--- config.mk ---
export PLATFORM = sky130hd
export DESIGN_NAME = example_program_loader
export DESIGN_NICKNAME = d
export VERILOG_FILES = /design/src/rtl/example_program_pkg.sv /design/src/rtl/example_program_rom.sv /design/src/rtl/example_program_loader.sv
export SDC_FILE = /design/constraint.sdc
export NUM_CORES = 1
export LEC_CHECK = 0
export CORE_AREA = 5 5 92 94
export DETAILED_ROUTE_END_ITERATION = 8
export DIE_AREA = 0 0 97 99
export GPL_ROUTABILITY_DRIVEN = 0
export PLACE_DENSITY = 0.55
export SETUP_SLACK_MARGIN = 0.05
export SLEW_MARGIN = 20
export SYNTH_ARGS = -nofsm -noshare
export SYNTH_HDL_FRONTEND = slang
export SYNTH_SLANG_ARGS = --single-unit
--- constraint.sdc ---
create_clock -name clk -period 3.85 [get_ports clk]
set_input_delay 0.77 -clock clk [delete_from_list [all_inputs] [get_ports clk]]
set_output_delay 0.77 -clock clk [all_outputs]
set_load 0.03 [all_outputs]
--- src/rtl/example_program_pkg.sv ---
// Shared types, demo program images and the reference byte lookup for the
// example program loader.
package example_program_pkg;

  typedef enum logic [2:0] {
    StIdle,
    StManual,
    StClear,
    StLoad,
    StFin
  } state_e;

  localparam int unsigned PROG_W       = 8;
  localparam int unsigned PROG_MAX_LEN = 16;
  // Index bits needed to address the longest program.
  localparam int unsigned PROG_IDX_W   = 4;

  localparam int unsigned PROG_LEN [4] = '{8, 12, 16, 4};

  localparam logic [PROG_W-1:0] PROG0 [8] = '{
    8'h01, 8'h12, 8'h23, 8'h34, 8'h45, 8'h56, 8'h67, 8'h78
  };

  localparam logic [PROG_W-1:0] PROG1 [12] = '{
    8'hA0, 8'hA1, 8'hA2, 8'hA3, 8'hA4, 8'hA5,
    8'hA6, 8'hA7, 8'hA8, 8'hA9, 8'hAA, 8'hAB
  };

  localparam logic [PROG_W-1:0] PROG2 [16] = '{
    8'hC0, 8'hC1, 8'hC2, 8'hC3, 8'hC4, 8'hC5, 8'hC6, 8'hC7,
    8'hC8, 8'hC9, 8'hCA, 8'hCB, 8'hCC, 8'hCD, 8'hCE, 8'hCF
  };

  localparam logic [PROG_W-1:0] PROG3 [4] = '{
    8'hE3, 8'h5A, 8'h3C, 8'hFF
  };

  // Byte idx of program sel; zero past the end of the program.
  function automatic logic [PROG_W-1:0] prog_byte(input logic [1:0] sel,
                                                  input int unsigned idx);
    logic [PROG_W-1:0] b;
    b = '0;
    if (idx < PROG_LEN[sel]) begin
      case (sel)
        2'd0:    b = PROG0[idx[2:0]];
        2'd1:    b = PROG1[idx[3:0]];
        2'd2:    b = PROG2[idx[3:0]];
        default: b = PROG3[idx[1:0]];
      endcase
    end
    return b;
  endfunction

endpackage

--- src/rtl/example_program_rom.sv ---
// Combinational lookup of one byte of a built-in example program.
module example_program_rom
  import example_program_pkg::*;
#(
  parameter int unsigned IDX_W = 8
) (
  input  logic [1:0]        sel,
  input  logic [IDX_W-1:0]  idx,
  output logic [PROG_W-1:0] data
);

  // Table select; indices past the program length read as zero.
  always_comb begin
    data = '0;
    if (32'(idx) < PROG_LEN[sel]) begin
      case (sel)
        2'd0:    data = PROG0[idx[2:0]];
        2'd1:    data = PROG1[idx[3:0]];
        2'd2:    data = PROG2[idx[3:0]];
        default: data = PROG3[idx[1:0]];
      endcase
    end
  end

endmodule

--- src/rtl/example_program_loader.sv ---
// Drives the instruction-ROM write port either with one manual byte or with a
// clear-then-stream of a built-in example program, started by the send button.
// The program select port is program_sel because "program" is a reserved word.
module example_program_loader
  import example_program_pkg::*;
#(
  parameter int unsigned ADDR_W      = 8,
  parameter int unsigned DATA_W      = 8,
  parameter int unsigned CLEAR_DEPTH = 32
) (
  input  logic              clk,
  input  logic              rst,
  input  logic              send,
  input  logic              edit,
  input  logic [1:0]        program_sel,
  input  logic [ADDR_W-1:0] unit,
  input  logic [DATA_W-1:0] code,
  output logic              wr_en,
  output logic [ADDR_W-1:0] wr_addr,
  output logic [DATA_W-1:0] wr_data,
  output logic              busy,
  output logic              done
);

  if (CLEAR_DEPTH < 1 || CLEAR_DEPTH > (1 << ADDR_W)) begin : gen_bad_depth
    $error("CLEAR_DEPTH must be in 1..2**ADDR_W");
  end
  if (ADDR_W < PROG_IDX_W || PROG_MAX_LEN > (1 << ADDR_W)) begin : gen_bad_addr
    $error("ADDR_W too narrow for the example programs");
  end
  if (DATA_W < PROG_W) begin : gen_bad_data
    $error("DATA_W narrower than an example program byte");
  end

  logic              send_meta_q, send_sync_q, send_prev_q;
  logic              start;
  state_e            state_q;
  logic [ADDR_W-1:0] cnt_q;
  logic [1:0]        prog_sel_q;
  logic [ADDR_W-1:0] rom_idx;
  logic [PROG_W-1:0] rom_data;

  // Two-flop synchronizer plus a delayed copy for rising-edge detection.
  always_ff @(posedge clk) begin
    if (rst) begin
      send_meta_q <= 1'b0;
      send_sync_q <= 1'b0;
      send_prev_q <= 1'b0;
    end else begin
      send_meta_q <= send;
      send_sync_q <= send_meta_q;
      send_prev_q <= send_sync_q;
    end
  end

  assign start = send_sync_q & ~send_prev_q;

  // Outputs are registered, so look up the byte that goes out next cycle.
  assign rom_idx = (state_q == StLoad) ? cnt_q + ADDR_W'(1) : '0;

  example_program_rom #(
    .IDX_W (ADDR_W)
  ) u_rom (
    .sel  (prog_sel_q),
    .idx  (rom_idx),
    .data (rom_data)
  );

  // Sequencer: state, word counter, latched program select and the write port.
  always_ff @(posedge clk) begin
    if (rst) begin
      state_q    <= StIdle;
      cnt_q      <= '0;
      prog_sel_q <= '0;
      wr_en      <= 1'b0;
      wr_addr    <= '0;
      wr_data    <= '0;
      busy       <= 1'b0;
      done       <= 1'b0;
    end else begin
      case (state_q)
        StIdle: begin
          wr_en   <= 1'b0;
          wr_addr <= '0;
          wr_data <= '0;
          busy    <= 1'b0;
          done    <= 1'b0;
          if (start) begin
            prog_sel_q <= program_sel;
            wr_en      <= 1'b1;
            busy       <= 1'b1;
            if (edit) begin
              state_q <= StManual;
              wr_addr <= unit;
              wr_data <= code;
            end else begin
              state_q <= StClear;
              cnt_q   <= '0;
            end
          end
        end

        StManual: begin
          state_q <= StFin;
          wr_en   <= 1'b0;
          wr_addr <= '0;
          wr_data <= '0;
          done    <= 1'b1;
        end

        StClear: begin
          if (cnt_q == ADDR_W'(CLEAR_DEPTH - 1)) begin
            state_q <= StLoad;
            cnt_q   <= '0;
            wr_addr <= '0;
            wr_data <= DATA_W'(rom_data);
          end else begin
            cnt_q   <= cnt_q + ADDR_W'(1);
            wr_addr <= cnt_q + ADDR_W'(1);
            wr_data <= '0;
          end
        end

        StLoad: begin
          if (cnt_q == ADDR_W'(PROG_LEN[prog_sel_q] - 1)) begin
            state_q <= StFin;
            cnt_q   <= '0;
            wr_en   <= 1'b0;
            wr_addr <= '0;
            wr_data <= '0;
            done    <= 1'b1;
          end else begin
            cnt_q   <= cnt_q + ADDR_W'(1);
            wr_addr <= cnt_q + ADDR_W'(1);
            wr_data <= DATA_W'(rom_data);
          end
        end

        StFin: begin
          state_q <= StIdle;
          busy    <= 1'b0;
          done    <= 1'b0;
        end

        default: begin
          state_q <= StIdle;
          cnt_q   <= '0;
          wr_en   <= 1'b0;
          wr_addr <= '0;
          wr_data <= '0;
          busy    <= 1'b0;
          done    <= 1'b0;
        end
      endcase
    end
  end

endmodule
; Word-level counts from Yosys, hierarchy flattened
; Memory sizes are Yosys's and may differ from the RTL's.
; Cells that the tools add are included.
[word_totals]
regBits = 35
mem_bits_ro = 320
elab_cells = 91
n_memories = 3
[op_classes]
n_addsub = 2
n_lt_le_gt_ge = 5
eq_ne = 12
n_mux = 39
n_bitwise = 9
n_reduce_logical = 10
[memory_table]
columns = name, depth, word_bits, rd, rd_clocked_by_memory_dff, wr, line_no
row1 = (name not given), 16, 8, 1, 0, 0, example_program_rom.sv:19  ; 2'd2: data = PROG2[idx[3:0]];
row2 = (name not given), 16, 8, 1, 0, 0, example_program_rom.sv:18  ; 2'd1: data = PROG1[idx[3:0]];
row3 = (name not given), 8, 8, 1, 0, 0, example_program_rom.sv:17  ; 2'd0: data = PROG0[idx[2:0]];
[op_table]
columns = op, n
row1 = $mux W8, 20
row2 = $pmux W8 S4, 3
row3 = $bmux W32 S2, 1
row4 = $mux W32, 2
row5 = $lt A8 B32 Y1, 1
row6 = $pmux W8 S3, 1
row7 = $bmux W8 S2, 1
row8 = $pmux W3 S4, 1
row9 = $mux W3, 3
row10 = $add A8 B1 Y8 const B, 1
row11 = $eq A8 B5 Y1 const B, 1
row12 = $eq A8 B8 Y1, 1
row13 = $sub A8 B1 Y8 const B, 1
row14 = $eq A3 B2 Y1 const B, 2
row15 = $ge A3 B3 Y1 const B, 2
row16 = $ne A2 B2 Y1 const B, 3
row17 = $not A2 Y3, 2
row18 = $pmux W1 S3, 2
row19 = $reduce_and A2 Y1, 3
row20 = $reduce_and A3 Y1, 2
row21 = $ge A5 B5 Y1 const B, 1
row22 = $not A4 Y5, 1
row23 = $ge A4 B4 Y1 const B, 1
row24 = $not A1 Y1, 4
row25 = other kinds (14), 17

; Logic depth before layout (Yosys ltp)
; Gate-level depths: netlist of run 1.
[depth]
depth_word = 10
mapped_depth = 10
mapped_depth_nobuf = 9

; By module
; A second synthesis of run 1 with hierarchy kept.
[unflattened]
cells_unflattened = 257
area_unflattened_um2 = 2160.8
[by_module_without_submodules]
columns = mod, instances, cells_each, area_each_um2, seq_area_each_um2
row1 = example_program_loader, 1, 206, 1750.4, 700.7
row2 = example_program_rom, 1, 51, 410.4, 0.0

; Least setup slack after synthesis of run 1
; No wires, ideal clock.
[synth_timing]
path_kind = register to register
startpoint = reg prog_sel_q[0]
endpoint = reg wr_data[7]
setup_time_ns = 0.089
t_arrival_ns = 2.250
path_slack_ns = 1.510
path_stages_with_launch = 11
path_buffers = 1
synth_period_minus_slack_ns = 2.340
path_cell_list = dfxtp_1 > inv_1 > ha_1 > inv_1 > ha_1 > xnor2_1 > nor4_2 > and3_2 > or4_4 > buf_6 > o32ai_4
[synth_between]
elab_chain_len = 8
elab_cells_between_ends = 15
[synth_lines]
columns = element, line_no
row1 = start: declaration, example_program_loader.sv:39  ; logic [1:0] prog_sel_q;
row2 = start signal: assignment, example_program_loader.sv:89  ; prog_sel_q <= program_sel;
row3 = $not A2 Y3 (not written as such), "example_program_rom.sv:15, example_program_loader.sv:125"
row4 = $bmux W32 S2, "example_program_rom.sv:15, example_program_loader.sv:125"
row5 = $mux W32 (not written as such), example_program_rom.sv:15  ; if (32'(idx) < PROG_LEN[sel]) begin
row6 = $mux W32 (not written as such), example_program_loader.sv:125  ; if (cnt_q == ADDR_W'(PROG_LEN[prog_sel_q] - 1)) begin
row7 = $lt A8 B32 Y1 or $sub A8 B1 Y8 (tied branches), "example_program_rom.sv:15, example_program_loader.sv:125"
row8 = $mux W8 or $eq A8 B8 Y1 (tied branches), "example_program_rom.sv:15, example_program_loader.sv:125"
row9 = $mux W8 (on tied branches), "example_program_loader.sv:125, example_program_loader.sv:112"
row10 = $pmux W8 S4 (*), example_program_loader.sv:81  ; case (state_q)
row11 = end signal: assignment, example_program_loader.sv:95  ; wr_data <= code;
row12 = end signal: assignment, example_program_loader.sv:116  ; wr_data <= DATA_W'(rom_data);
row13 = end signal: assignment, example_program_loader.sv:135  ; wr_data <= DATA_W'(rom_data);
row14 = end: declaration, example_program_loader.sv:20  ; output logic [DATA_W-1:0] wr_data,
; Every way passes the cells marked *; elsewhere a longest branch is shown, timed or not. The select of a mux whose other input is x is not followed.
; A chain may end at the register's enable or synchronous reset.

; Worst setup path after layout of run 1
; Ends and elaborated chain as after synthesis.

==> metrics.md, run 1 <==
| Metric | Value |
|---|---|
| Top cells by area, synth | `dfxtp_1 (33%), ha_1 (6.5%), a22oi_1 (5.6%)` |
| Mean Syn Cell Area | `roughly 9.1 um2` |
| FILL cells | `791` |
| Post-route insts no fill | `371` |
| Resized cells post-CTS | `0` |
| Clock sinks | `35` |
| # H-tree levels | `2` |
| Synth cell types | `55` |
| Critical Path RT | `4.05 ns` |
| FMAX | `0.378 GHz` |
| RSZ-0062 raised after global routing | `false` |
| HPWL Detailed | `4.00 mm` |
| Final min period | `2.65 ns` |
| Final ANT Viol Nets | `0` |
| Post-synth top flop | `dfxtp_1` |
| Pin count of the biggest net entering global routing | `33` |
| Worst Hold Class | `flop to flop` |
| Worst vdd ir | `0.000193 V` |
| DRT Pass-1 Iters | `4` |
| Die span in y | `99 um` |
| Pwr/cell area | `280 nW/um2` |
| # IOs | `41` |
| Post-synth top cells | `dfxtp_1 (35), nor2_1 (18), nand2_1 (17)` |
| Vias in the first global route | `1870` |
| Post-synthesis to final-layout area growth | `23.9%` |
| Placed Area | `2550 um2` |
| Synth Area in Simple Gates | `between 15 and 20%` |
| Critical Path End Type | `flop` |
| CTS tree | `built` |
| Worst setup SP type | `flop` |
| Finished Cell Area | `2640 um2` |
| Die X-Extent | `97 um` |
| Worst-Skew Late Latency | `0.28 ns` |
| Crit Path Category | `flop to flop` |
| Tot GR Track Use | `a little under an eighth` |
| Count leader, synth | `dfxtp_1` |
| Status | `finished clean` |
| Leakage | `about 0.87 nW` |
| Total of max-cap violations | `0` |
| Layout cells sized above 1 | `13.8%` |
| Async set-reset flop share out of synthesis | `0%` |
| Core footprint | `7570 um2` |
| Die ar. | `9600 um2` |
| Synth Area in Compound Gates | `about 28%` |
| GRT overflow | `0` |
| Clk slew on worst S/H paths | `~0.070 ns` |
| First-pass GRT wire length | `9.39 mm` |
| Syn Nets | `267` |
| Final period util | `68.7%` |
| # setup viols final | `0` |
| Area leader, netlist | `dfxtp_1` |
| Slew @ Worst Pin | `0.721 ns` |
| # rows | `32` |
| Post CTS Setup Buffer Count | `0` |
| Slew Viols, Final | `0` |
| Final WL | `5.48 mm` |
| Crit path DAT | `2.84 ns` |
| CTS buffer count | `5` |
| CTS root buf | `clkbuf_8` |
| Clk_skew | `0.00361 ns` |
| Vias per cell | `4.95` |
| Synth warnings | `0` |
| Worst rel slew slack | `51.8%` |
| Mux share of post-synthesis cell area | `0.939%` |
| Initial antenna violation count | `0` |
| Maximum root-to-sink buffer count | `2` |
| Sequential area share after synthesis | `32.9%` |
| EDFF count, synth | `0` |
| Port buffer count | `40` |
| Post-Place Cells | `between 300 and 400` |
| Iter 0 DRT Violations | `73` |
| Xor/xnor cell area share of the yosys netlist | `4.11%` |
| Effective utilization at floorplan | `between 20% and 30%` |
| Post-Synthesis Cells | `234` |
| Final layout net count | `between 300 and 400` |
| Post-Syn Area | `2130 um2` |
| DRC violations left | `0` |
| Post-CTS Hold Fix Bufs | `0` |
| Via count | `1836` |
| Synth top area share | `32.9%` |
| Final setup TNS | `0 ns` |
| Synth Area in Adders | `~6.5%` |
| #FFs+latches synth | `35` |
| Antenna cells | `0` |
| Routed WL per cell | `14.8 um` |
| Crit path max fanout | `8` |
| Final hold vios | `0` |
| Largest family of logic cells by synthesized area | `compound AO/OA/AOI/OAI gates` |
logic make-up (layout without fill, tap and decap cells):
group / Yosys count / count (layout)
AO/OA/AOI/OAI: 75 / 75
XOR/XNOR: 10 / 10
adder cells (fa/ha/maj): 11 / 11
buffers and inverters: 27 / 62
flip-flops: 35 / 35
multiplexers: 2 / 2
AND/OR/NAND/NOR: 74 / 74
per-stage QoR:
| step | setup slack, ns | hold slack, ns | power (mW) | util (%) |
|---|---|---|---|---|
| final | 1.20 | 0.449 | 0.738 | 34.9 |
| after detailed placement | 1.16 | 0.429 | 0.475 | 33.7 |
| after global placement | 1.29 | 0.425 | 0.475 | 33.7 |
| after floorplan | 1.51 | 0.414 | 0.436 | - |
| after global routing | 0.951 | 0.459 | 0.772 | 34.9 |
| after CTS | 1.18 | 0.453 | 0.749 | 34.9 |
report_power, final:
part | total [mW] | switching, mW | internal, mW
clock | 0.272 | 0.131 | 0.140
combinational | 0.0900 | 0.0446 | 0.0454
sequential | 0.377 | 0.00827 | 0.368
total | 0.738 | 0.184 | 0.554
worst paths after layout:
check,from,to,slack [ns],depth (start not counted)
worst min register to register,send_meta_q$_SDFF_PP0_,send_sync_q$_SDFF_PP0_,0.45,1
worst min-delay path,send_meta_q$_SDFF_PP0_,send_sync_q$_SDFF_PP0_,0.45,1
worst max-delay path,prog_sel_q[0]$_SDFFE_PP0P_,wr_data[7]$_SDFFE_PP0N_,1.20,9
worst max register to register,prog_sel_q[0]$_SDFFE_PP0P_,wr_data[7]$_SDFFE_PP0N_,1.20,9
worst max-delay path: stages, from the launching register on:
cell	delay, ns
dfxtp_1	0.44
inv_1	0.11
ha_1	0.26
inv_1	0.09
ha_1	0.24
xnor2_1	0.17
nor4_2	0.09
a31oi_1	0.40
o211ai_2	0.41
o32ai_4	0.34
placed cells by master, fill, tap and decap left out, types with 2 or more instances in the layout:
master / instances
o22ai_1: 7
clkdlybuf4s50_1: 40
xor2_1: 5
nand3_1: 3
buf_4: 4
nor4_2: 2
and3_1: 2
nand2b_1: 2
ha_1: 11
a31oi_1: 3
mux2i_1: 2
clkbuf_8: 6
nor2b_1: 4
a311oi_1: 2
o32ai_2: 6
a22oi_1: 16
or3_2: 2
a211oi_1: 5
nor4_1: 3
nor2_1: 18
dfxtp_1: 35
nor3_1: 4
xnor2_1: 5
nand2_1: 17
a21oi_1: 10
inv_1: 11
o21ai_0: 15
and3_2: 2
metal layers:
layer | vias up | global-route usage (%) | part of all wire [%]
met5 | - | 0 | 0
met4 | 0 | 2.27 | 0.55
met3 | 5 | 2.55 | 3.2
met2 | 27 | 19.0 | 49
met1 | 875 | 15.8 | 48
li1 | 929 | - | -
sequential cells by signal, summed over array words and instances (netlist names):
register and count:
cnt_q 8, done 1, wr_addr 8, wr_en 1
send_sync_q 1, prog_sel_q 2, send_meta_q 1, wr_data 8
send_prev_q 1, state_q 3, busy 1
cell type report:
class | instances | area (um2) | area share (%)
clock buffer | 6 | 82.6 | 3.13
clock inverter | 1 | 5.00 | 0.189
inverter | 11 | 41.3 | 1.56
multi-input combinational | 172 | 1250 | 47.5
sequential | 35 | 701 | 26.5
tap | 102 | 128 | 4.83
timing repair buffer | 44 | 430 | 16.3
Power figures use the tool's default switching activity.
==> inputs of run 2 (changes only) <==
==> constraint.sdc (replaced) <==
create_clock -name clk -period 2.65 [get_ports clk]
set_input_delay 0.53 -clock clk [delete_from_list [all_inputs] [get_ports clk]]
set_output_delay 0.53 -clock clk [all_outputs]
set_load 0.03 [all_outputs]
==> run 2 against run 1 <==
Compared with the run above:
- clock-buffer cell count shrank 1
- highest routed layer unchanged
- die area unchanged
- first-iteration DRC count did not move
- sequential power grew 44%
- largest cell class unchanged
==> metrics.md, run 2 (synthesis gave the netlist of run 1 again) <==
| Metric | Value |
|---|---|
| Status | `finished clean` |
| Clk slew on worst S/H paths | `0.08 ns` |
| Net Sw Frac | `between 20% and 30%` |
| Total of max-cap violations | `0` |
| Routed WL per cell | `14.3 um` |
| WHS Path Cells | `1` |
| Final WS setup | `0.211 ns` |
| Commonest non-fill, non-tap cell in the layout | `clkdlybuf4s50_1` |
| Comb power frac | `12.2%` |
| Initial antenna violation count | `0` |
| # H-tree levels | `2` |
| # setup viols final | `0` |
| Worst-Skew Late Latency | `0.29 ns` |
| Crit path DAT | `2.64 ns` |
| Final setup TNS | `0 ns` |
| Worst reg2reg path depth | `9` |
| Placed Area | `2640 um2` |
| Die ar. | `9600 um2` |
| Core footprint | `7570 um2` |
| Antenna cells | `0` |
| # IOs | `41` |
| Internal Pwr Total | `roughly 0.89 mW` |
| Worst setup SP type | `flop` |
| Finished Cell Area | `2750 um2` |
| CTS tree | `built` |
| Worst rel slew slack | `between 70 and 80%` |
| Clock sinks | `35` |
| Sequential power share | `46.0%` |
| DRC violations left | `0` |
| Layout cells sized above 1 | `18.4%` |
| Crit Path Category | `flop to flop` |
| Register area | `~700 um2` |
| Worst Hold Class | `flop to flop` |
| Post CTS Setup Buffer Count | `0` |
| Worst vdd ir | `0.000185 V` |
| Final min period | `2.44 ns` |
| Clk_skew | `0.00783 ns` |
| Final WL | `5.49 mm` |
| Maximum root-to-sink buffer count | `2` |
| Pre-CTS WS | `0.143 ns` |
| First-pass GRT wire length | `9.59 mm` |
| Die X-Extent | `97 um` |
| DRT Pass-1 Iters | `4` |
| Clock Power Share | `41.8%` |
| CTS root buf | `clkbuf_8` |
| FMAX | `0.410 GHz` |
| HPWL Detailed | `roughly 4.2 mm` |
| Critical Path RT | `2.85 ns` |
| Leakage | `0.942 nW` |
| Post-synthesis to final-layout area growth | `29.2%` |
| Final hold vios | `0` |
| Effective utilization at floorplan | `between 20 and 30%` |
| Slew @ Worst Pin | `0.410 ns` |
| Commonest cells after routing, fill and taps aside | `clkdlybuf4s50_1 (40), dfxtp_1 (34), nor2_1 (18)` |
| Die span in y | `99 um` |
| Slew Viols, Final | `0` |
| FILL cells | `776` |
| RSZ-0062 raised after global routing | `false` |
| Largest registers | `cnt_q x8, wr_addr x8, wr_data x8` |
| Tot GR Track Use | `between 10% and 20%` |
| Pwr/cell area | `427 nW/um2` |
| CTS buffer count | `5` |
| Post-Place Cells | `376` |
| Port buffer count | `40` |
| Finished Core Util | `36.4%` |
| Vias per cell | `just under 5` |
| Critical Path End Type | `flop` |
| # rows | `32` |
| Post-CTS Hold Fix Bufs | `0` |
| Final layout net count | `314` |
| Post-route insts no fill | `384` |
| GRT overflow | `0` |
| Pin count of the biggest net entering global routing | `21` |
| Iter 0 DRT Violations | `73` |
| Crit path max fanout | `8` |
| Via count | `1908` |
| Vias in the first global route | `slightly below 2000` |
| P_sw | `between 0.2 and 0.3 mW` |
| Final period util | `92.0%` |
| Area of the multi-input gates | `1250 um2` |
| Final ANT Viol Nets | `0` |
[run 2: changes by cell type in the layout (fill, tap and decap cells not counted), sizes merged]
cell | before | now
clkbuf | 6 | 5
clkinv | 1 | 2
bufinv | 0 | 1
buf | 4 | 16
[run 2: stage by stage]
| step | hold slack [ns] | total power [mW] |
|---|---|---|
| floorplan | 0.414 | 0.633 |
| global placement | 0.451 | 0.697 |
| detailed placement | 0.454 | 0.697 |
| CTS | 0.467 | 1.19 |
| global route | 0.477 | 1.22 |
| finish | 0.463 | 1.18 |
[run 2: power by group through the flow]
stage	Combinational, mW	Sequential, mW	Clock (mW)
floorplan	0.0711	0.562	0
global placement	0.144	0.554	0
detailed placement	0.143	0.554	0
CTS	0.144	0.542	0.507
global route	0.156	0.543	0.522
finish	0.143	0.542	0.491
[run 2: critical path, cell delays in order, from the launching register on]
cell	delay, ns
dfxtp_2	0.35
inv_1	0.11
ha_2	0.24
inv_1	0.08
ha_1	0.30
xnor2_1	0.18
nor4_2	0.08
and3_2	0.20
or4_4	0.52
o32ai_4	0.27
[run 2: final timing paths]
kind / startpoint / to / slack (ns)
worst min register to register: send_meta_q$_SDFF_PP0_ / send_sync_q$_SDFF_PP0_ / 0.46
worst min-delay path: send_meta_q$_SDFF_PP0_ / send_sync_q$_SDFF_PP0_ / 0.46
worst max-delay path: prog_sel_q[0]$_SDFFE_PP0P_ / wr_data[7]$_SDFFE_PP0N_ / 0.21
worst max register to register: prog_sel_q[0]$_SDFFE_PP0P_ / wr_data[7]$_SDFFE_PP0N_ / 0.21
[run 2: metal layers]
layer  vias up  global-route usage (%)  routed length (um)
li1        956                       -                   -
met1       904                    15.1                2530
met2        42                    20.6                2700
met3         6                    2.69                 206
met4         0                    2.92                  48
met5         -                       0                   0
[run 2: final cells by class]
cell class                      instances  area share (%)
Sequential cell                        35            25.5
Clock buffer                            5            2.50
Tap cell                              102            4.63
Multi-Input combinational cell        172            45.4
Timing Repair Buffer                   56            18.9
Inverter                               11            1.50
Clock inverter                          3            1.59
[run 2: repair_timing]
item,in CTS,in global routing
hold endpoints to repair,0,0
resized for setup,0,3
setup endpoints to repair,0,24
==> inputs of run 3 (changes only) <==
--- a/config.mk
+++ b/config.mk
@@ -5,11 +5,12 @@
 export SDC_FILE = /design/constraint.sdc
 export NUM_CORES = 1
 export LEC_CHECK = 0
-export CORE_AREA = 5 5 92 94
+export CAP_MARGIN = 40
+export CORE_AREA = 2 2 89 91
 export DETAILED_ROUTE_END_ITERATION = 8
-export DIE_AREA = 0 0 97 99
+export DIE_AREA = 0 0 91 93
 export GPL_ROUTABILITY_DRIVEN = 0
-export PLACE_DENSITY = 0.55
+export PLACE_DENSITY = 0.57
 export SETUP_SLACK_MARGIN = 0.05
 export SLEW_MARGIN = 20
 export SYNTH_ARGS = -nofsm -noshare
==> constraint.sdc (replaced) <==
create_clock -name clk -period 2.15 [get_ports clk]
set_input_delay 0.43 -clock clk [delete_from_list [all_inputs] [get_ports clk]]
set_output_delay 0.43 -clock clk [all_outputs]
set_load 0.03 [all_outputs]
==> run 3 against run 2 <==
Compared with the run above:
- critical path depth fell by 1
- first-iteration DRC count rose by 19%
- combinational power rose by 43%
- utilization rose by 2.8 points
- hold slack got worse by 0.015 ns
- power rose by 21%
- clock power rose by 13%
- setup slack got worse by 0.21 ns
- maximum frequency rose by 14%
- flip-flop and latch count did not move
- largest cell class unchanged
- largest power group unchanged
- highest routed layer unchanged
==> metrics.md, run 3 (synthesis gave the netlist of run 1 again) <==
| Metric | Value |
|---|---|
| Final ANT Viol Nets | `0` |
| FF-to-FF setup slack | `0.006 ns` |
| Slew Viols, Final | `0` |
| WL met3 | `between 200 and 300 um` |
| CTS tree | `built` |
| Total of max-cap violations | `0` |
| Comb power frac | `14.4%` |
| Finished Cell Area | `2950 um2` |
| Top Metal Used | `met4` |
| Final min period | `2.14 ns` |
| Final layout net count | `325` |
| Crit path DAT | `2.35 ns` |
| Final WS setup | `~0.0063 ns` |
| Worst Hold Path EP | `send_sync_q$_SDFF_PP0_` |
| # IOs | `41` |
| Pin count of the biggest net entering global routing | `19` |
| Final setup TNS | `0 ns` |
| Critical Path RT | `2.36 ns` |
| Worst stage delay on the critical path | `~0.58 ns` |
| Pre-CTS WS | `-0.0317 ns` |
| Vias per cell | `~5.0` |
| Worst-Skew Late Latency | `around 0.29 ns` |
| Effective utilization at floorplan | `roughly 28%` |
| Final WL | `5.73 mm` |
| Crit Path Category | `flop to flop` |
| Routed WL per cell | `between 10 and 15 um` |
| Sequential power share | `46.8%` |
| Pwr/cell area | `484 nW/um2` |
| Setup crit start | `prog_sel_q[0]$_SDFFE_PP0P_` |
| Slew @ Worst Pin | `0.451 ns` |
| CTS root buf | `clkbuf_8` |
| Die ar. | `8460 um2` |
| Worst Hold Class | `flop to flop` |
| Placed Area | `about 2800 um2` |
| Antenna cells | `0` |
| Vias in the first global route | `1947` |
| Post-CTS Hold Fix Bufs | `0` |
| # rows | `32` |
| # H-tree levels | `2` |
| Worst path slowest cell | `or4_4` |
| P_sw | `0.369 mW` |
| Initial antenna violation count | `0` |
| CTS buffer count | `5` |
| Core footprint | `7530 um2` |
| Clock sinks | `35` |
| Post-synthesis to final-layout area growth | `38.2%` |
| FMAX | `0.466 GHz` |
| Post-Place Cells | `385` |
| Die X-Extent | `just over 90 um` |
| First-pass GRT wire length | `9.52 mm` |
| Clk_skew | `0.00595 ns` |
| Critical hold path startpoint | `send_meta_q$_SDFF_PP0_` |
| Tot GR Track Use | `13.9%` |
| Final hold vios | `0` |
| Commonest non-fill, non-tap cell in the layout | `clkdlybuf4s50_1` |
| HPWL Detailed | `4.17 mm` |
| Commonest cells after routing, fill and taps aside | `clkdlybuf4s50_1 (40), dfxtp_1 (32), buf_4 (27)` |
| DRC violations left | `0` |
| Crit path max fanout | `8` |
| Net Sw Frac | `about 26%` |
| Leakage | `1.01 nW` |
| FILL cells | `801` |
| WHS Path Cells | `1` |
| Finished Core Util | `39.1%` |
| Maximum root-to-sink buffer count | `2` |
| Worst vdd ir | `0.000355 V` |
| Worst setup SP type | `flop` |
| RSZ-0062 raised after global routing | `true` |
| Status | `finished clean` |
| Layout cells sized above 1 | `25.3%` |
| Final period util | `99.7%` |
| Internal Pwr Total | `1.06 mW` |
| Clk slew on worst S/H paths | `0.08 ns` |
| Worst reg2reg path depth | `8` |
| Worst rel slew slack | `between 60% and 70%` |
| Largest registers | `cnt_q x8, wr_addr x8, wr_data x8` |
| GRT overflow | `0` |
| DRT Pass-1 Iters | `6` |
| Iter 0 DRT Violations | `87` |
| Met1 Wirelength | `2.55 mm` |
| Die span in y | `93 um` |
| Metal2 WL | `2.85 mm` |
| # setup viols final | `0` |
| Critical Path End Type | `flop` |
| Port buffer count | `40` |
| Clock Power Share | `38.9%` |
| Reg2reg end | `wr_data[1]$_SDFFE_PP0N_` |
| RR Startpoint | `prog_sel_q[0]$_SDFFE_PP0P_` |
| CP Cell Sequence | `inv_6, ha_2, ha_4, xnor2_4, nor4_4, and3_4, or4_4, o32ai_2` |
| Post-route insts no fill | `between 300 and 400` |
| Via count | `1983` |
[run 3: changes by cell type in the layout (fill, tap and decap cells not counted), moves of 2 or more]
cell      delta
ha_1         -4
dfxtp_1      -2
dfxtp_4      +2
buf_4       +11
xor2_1       -2
ha_4         +4
inv_4        +2
clkbuf_8     +2
xor2_2       +2
inv_1        -2
[run 3: area by class of cell]
class                      count  area (um2)  share of cell area [%]
clock buffer                   7        96.3                    3.27
clock inverter                 1        6.26                   0.212
inverter                      11        48.8                    1.66
multi-input combinational    172        1360                    46.0
sequential                    35         709                    24.1
tap                          102         128                    4.33
timing repair buffer          67         603                    20.5
[run 3: layer usage]
| layer | vias up | global-route usage (%) |
|---|---|---|
| met5 | - | 0 |
| met4 | 0 | 4.55 |
| met3 | 4 | 2.74 |
| met2 | 54 | 23.5 |
| met1 | 949 | 18.0 |
| li1 | 976 | - |
[run 3: worst max-delay path, delay by kind of cell, from the launching register on]
family	cells	cell delay [ns]
flops	1	0.37
simple gates	3	0.82
buf+inv	1	0.04
xor+xnor	1	0.15
fa+ha+maj	2	0.45
compound gates	1	0.22
[run 3: how the worst max path moves through the flow]
stage	cells after the start	slack, ns	to
after detailed placement	6	-0.03	wr_data[0]$_SDFFE_PP0N_
after global placement	6	0.03	wr_data[7]$_SDFFE_PP0N_
after floorplan	9	0.05	wr_data[7]$_SDFFE_PP0N_
after global routing	8	-0.09	wr_data[0]$_SDFFE_PP0N_
after CTS	9	0.03	wr_data[1]$_SDFFE_PP0N_
final	8	0.006	wr_data[1]$_SDFFE_PP0N_
[run 3: what timing repair did]
item                                    in CTS  in global routing
buffers inserted                             1                  0
pin swaps                                   10                  0
gates cloned                                 0                  1
endpoints found under the setup margin      10                 28
gates resized for setup                      4                  9
[run 3: stage by stage]
| stage | hold slack [ns] | total power, mW |
|---|---|---|
| floorplan | 0.414 | 0.786 |
| global placement | 0.442 | 0.871 |
| detailed placement | 0.433 | 0.871 |
| CTS | 0.459 | 1.43 |
| global route | 0.481 | 1.48 |
| finish | 0.448 | 1.42 |
[run 3: power groups by stage]
stage          Sequential, mW  Combinational [mW]  Clock, mW
2_1_floorplan           0.694              0.0918          0
3_3_place_gp            0.682               0.189          0
3_5_place_dp            0.682               0.189          0
4_1_cts                 0.666               0.197      0.571
5_1_grt                 0.668               0.223      0.590
6_report                0.666               0.205      0.554
